===== config.mk =====
export PLATFORM = sky130hd
export DESIGN_NAME = moore_sequence_detector_nol
export DESIGN_NICKNAME = d
export VERILOG_FILES = /design/src/rtl/moore_sequence_detector_nol.sv
export SDC_FILE = /design/constraint.sdc
export NUM_CORES = 1
export LEC_CHECK = 0
export ABC_AREA = 1
export CAP_MARGIN = 25
export CORE_AREA = 4 4 41 43
export CTS_CLUSTER_DIAMETER = 150
export CTS_CLUSTER_SIZE = 25
export DETAILED_ROUTE_END_ITERATION = 8
export DIE_AREA = 0 0 45 47
export DONT_BUFFER_PORTS = 1
export GPL_TIMING_DRIVEN = 0
export PLACE_DENSITY_LB_ADDON = 0.12
export SYNTH_ARGS = -nofsm -noshare
export SYNTH_HDL_FRONTEND = slang
export SYNTH_SLANG_ARGS = --single-unit

===== constraint.sdc =====
create_clock -name clk -period 0.9 [get_ports clk]
set_input_delay 0.18 -clock clk [delete_from_list [all_inputs] [get_ports clk]]
set_output_delay 0.18 -clock clk [all_outputs]
set_load 0.02 [all_outputs]

===== src/rtl/moore_sequence_detector_nol.sv =====
// -----------------------------------------------------------------------------
// moore_sequence_detector_nol
//
// Moore FSM that watches a serial bit stream (one bit per rising clk edge) and
// raises z for exactly one clock period after the edge that samples the last
// bit of the pattern 1001. Matching is non-overlapping: the bits that complete
// a match are consumed, so the final 1 of a match never starts the next one.
//
// There is no handshake. Every rising edge of clk consumes one bit of x, and
// z is valid for the whole clock period that follows that edge.
//
// Ports:
//   clk       in   1  system clock, rising-edge active
//   rst       in   1  asynchronous active-low reset (0 = hold in S0, z = 0)
//   x         in   1  serial data bit, sampled on each rising clk edge
//   z         out  1  pattern-found flag, 1 only while in the DETECT state
//   state_dbg out  3  raw state register, for debug visibility only
// -----------------------------------------------------------------------------
module moore_sequence_detector_nol (
    input  logic       clk,
    input  logic       rst,
    input  logic       x,
    output logic       z,
    output logic [2:0] state_dbg
);

    // Each state name records how much of 1001 has been seen so far.
    typedef enum logic [2:0] {
        S0     = 3'd0,
        S1     = 3'd1,
        S10    = 3'd2,
        S100   = 3'd3,
        DETECT = 3'd4
    } state_t;

    state_t state;
    state_t state_next;

    // State register. Reset is asynchronous, so a reset arriving while z is
    // high clears it at once, without waiting for a clock edge.
    always_ff @(posedge clk or negedge rst) begin
        if (!rst) begin
            state <= S0;
        end else begin
            state <= state_next;
        end
    end

    // Next-state logic.
    always_comb begin
        state_next = S0;
        case (state)
            S0: begin
                state_next = x ? S1 : S0;
            end
            S1: begin
                // A repeated 1 is itself a fresh prefix, so stay in S1.
                state_next = x ? S1 : S10;
            end
            S10: begin
                // "101": the newest 1 restarts the attempt.
                state_next = x ? S1 : S100;
            end
            S100: begin
                // "1000" shares no prefix with 1001, so go back to idle.
                state_next = x ? DETECT : S0;
            end
            DETECT: begin
                // The completed match is consumed: this behaves like S0,
                // so the final 1 of the match is never reused.
                state_next = x ? S1 : S0;
            end
            default: begin
                // Unused encodings recover to idle on the next edge.
                state_next = S0;
            end
        endcase
    end

    // Output decode: a pure function of the state register, with no path
    // from x.
    always_comb begin
        z = (state == DETECT);
    end

    assign state_dbg = state;

endmodule


# Yosys cells after proc, flatten, opt, wreduce, memory -nomap -nowiden
# Index checks and enable logic that the tools add are counted.
# totals
reg_bits	3
inputBits	3
elab_cells	12
# classes
n_eq_ne	4
mux	5
reduce_logical	2
# ops
operator	count
3-bit one-hot mux with 4 select lines	1
3-bit by 2-bit equality test with 1-bit output, second input constant	2
2-bit two-way mux	2
3-bit by 1-bit equality test with 1-bit output, second input constant	1
3-bit equality test, second input constant	1
3-bit zero test	1
3-bit two-way mux	1
2-bit OR reduction	1
1-bit two-way mux	1

# Logic depth before layout (Yosys ltp)
# logic_depth
depth_word	3
mapped_depth	3
depth_no_buf	3

# Least setup slack after synthesis
# Ideal clock, no wire load.
# synth_timing
path_kind	register -> output
startpoint	reg state[2], in the netlist state_dbg[2]
endpoint	out z
arrival_ns	1.024
required_ns	0.720
setup_slack_ns	-0.304
stages_incl_launch_ff	3
path_cell_list	dfrtp_1 > inv_1 > nor3_1
# synth_via
elab_chain_cells	1
# synth_rtl
item	line	source
from (decl)	36	state_t state;
from (signal assigned)	45	state <= state_next;
3-bit equality test	83	z = (state == DETECT);
to (decl)	23	output logic z,
# No other way between the ends.

# Final worst setup path
# layout_timing
startpoint	reg state[1], in the netlist state_dbg[1]
endpoint	out z
# Same word-level chain as after synthesis.

==> flow_summary_export.csv <==
group,metric,value,unit
grt,grt_max_degree,6,
sta,rsz0062_at_grt,"yes",
sta,fmax,833,MHz
sta,period_share,1.33,
worst_setup_path,start_kind,"flop",
sta,setup_tns,-0.319,ns
floorplanning,initial_core_util,0.0990,
layout,finalInstanceArea,206,um2
clock_tree,clock_latency,0.23,ns
worst_setup_path,path_buf_inv,0,
sta,maxSlewViolCount,0,
layout,largest_reg_flops,3,
status,status,"complete, but fails checks",
grt,grt_pass1_wl,476,um
logic_synthesis,yosys_warnings,0,
pwr,seqPwrFrac,0.473,
place,place_area,161,um2
place,numPortBuffers,0,
layout,areaGrowthSynthToFinish,60.2,%
clock_tree,clock-sinks,3,
grt,antenna_found_initial,0,
detailed_routing,vias,112,
detailed_routing,routedWlPerCell,9.14,um
status,violations,"negative setup slack",
grt,grt_use_total,0.0372,
pwr,power_switching,0.248,mW
run,cap_viol_max_count,0,
logic_synthesis,syn_area,129,um2
hold_path,hp-class,"in2reg",
logic_synthesis,synthCells,14,
detailed_routing,ant_nets,0,
pwr,ir_drop,0.000645,V
floorplanning,die_h,47,um
clock_tree,h-tree-depth,1,
layout,drive_gt1_frac,0.550,
pwr,p_sw_frac,0.387,
worst_setup_path,critical_path.cell_chain,"nor3_4",
worst_setup_path,reg2reg_setup_slack,-0.02,ns
pwr,clock_power_share,0.362,
sta,worstMarginPinSlew,0.265,ns
worst_setup_path,crit_family,"flip-flops",
pwr,powerDensity,3110,nW/um2
detailed_routing,drc,0,
worst_setup_path,crit_type,"reg2out",
worst_setup_path,cp_slowest_stage_delay,0.48,ns
worst_setup_path,end_kind,"output port",
pwr,combPwrFrac,0.165,
clock_tree,cts_buffers,3,
clock_tree,path_clk_slew,0.04,ns
detailed_routing,drt_iter0_drc,9,
place,place_congestion,0.675,
logic_synthesis,syn_area_per_cell,9.21,um2
sta,fin_ws,-0.300,ns
detailed_routing,routed_wl,320,um
detailed_routing,via_per_inst,3.20,
pwr,power_leakage,0.0860,nW
sta,hold_ws,0.101,ns
grt,first_global_vias,119,
sta,finClkSkew,0.000366,ns
clock_tree,cts-root-buf,"clkbuf_4",
sta,hold_violations,0,
floorplanning,row_count,13,
pwr,p_total,0.642,mW
logic_synthesis,synth_seq_area_share,0.583,
floorplanning,ios,7,
sta,slew_headroom,0.823,
logic_synthesis,yosysUniqueCellTypes,8,
grt,grt_remaining_overflow,0,
logic_synthesis,syn-num-nets,17,
floorplanning,fp.dieW,45,um
worst_setup_path,cp.required,0.72,ns
clock_tree,cts_tree,"done",
worst_setup_path,slowest_stage,"dfrtp_2",
clock_tree,ctsLongestPathBuffers,2,
worst_setup_path,crit_path_max_fanout,5,
detailed_routing,dr.pass1.iters,4,
sta,setup_viol,2,
pwr,intPower,0.394,mW
sta,period_needed,1.20,ns
floorplanning,design.die.area,2120,um2
worst_setup_path,crit_arrival,1.02,ns
layout,diodes,0,
floorplanning,coreArea,1300,um2
layout,nets,24,
logic_synthesis,ys_ff_latch,3,
## power by group through the flow
stage | clock, mW | sequential [mW] | combinational (mW)
after detailed placement | 0 | 0.303 | 0.0927
after floorplan | 0 | 0.290 | 0.0791
after CTS | 0.246 | 0.305 | 0.107
after global placement | 0 | 0.305 | 0.0950
final | 0.233 | 0.304 | 0.106
after global routing | 0.249 | 0.316 | 0.125
## layout make-up
cell class | count | area [um2]
clock buffers | 4 | 26.3
fillers | 153 | 1090
inverters | 2 | 7.51
multi-input cells | 9 | 57.6
flip-flops and latches | 3 | 78.8
well taps | 15 | 18.8
repair buffers | 2 | 17.5
## path summary, 6_finish.rpt
path | from | to | cells after the start
worst min-delay path | x | state_dbg[2] | 2
worst min register to register | state_dbg[2] | state_dbg[2] | 1
worst max register to register | state_dbg[2] | state_dbg[1] | 4
min in group asynchronous | rst | state_dbg[0] | 1
max in group asynchronous | rst | state_dbg[2] | 1
worst max-delay path | state_dbg[1] | z | 1
## Yosys cell counts (all sizes together)
cell / count / area share
nand2: 1 / 0.049
dfrtp: 3 / 0.58
nor2: 4 / 0.12
o21ai: 1 / 0.039
inv: 2 / 0.058
nand3: 1 / 0.039
nor3: 2 / 0.12
## cell families after synthesis
| group | after synthesis | share of synthesized area |
|---|---|---|
| AND/OR/NAND/NOR | 8 | 0.320 |
| flip-flops | 3 | 0.583 |
| buffers and inverters | 2 | 0.0583 |
| AO/OA/AOI/OAI | 1 | 0.0388 |
## stage by stage
step	setup slack, ns	util	std cells
6_report	-0.300	0.159	35
5_1_grt	-0.340	0.159	35
4_1_cts	-0.318	0.159	35
3_5_place_dp	-0.0897	0.124	29
3_3_place_gp	-0.0866	0.124	29
2_1_floorplan	-0.0502	-	14
## placed cells by master (no fill, tap or decap), drive strengths merged
| master | instances |
|---|---|
| nor2 | 4 |
| o21ai | 1 |
| nand2 | 1 |
| dfrtp | 3 |
| buf | 1 |
| dlygate4sd3 | 1 |
| nand3 | 1 |
| clkbuf | 4 |
| inv | 2 |
| nor3 | 2 |
## repair_timing
action / 4_1_cts / 5_1_grt
buffers inserted: 1 / 0
endpoints found under the hold margin: 3 / 0
gates resized for setup: 1 / 0
pin swaps: 2 / 0
hold buffers: 1 / 0
endpoints found under the setup margin: 4 / 5
## routing by layer
layer,vias up,wire length (um),global-route usage
met4,0,0,0.0526
li1,57,-,-
met3,0,53,0.0268
met1,47,132,0.0390
met2,8,133,0.0395
met5,-,0,0
No activity file was read; power rests on OpenSTA's default activity.
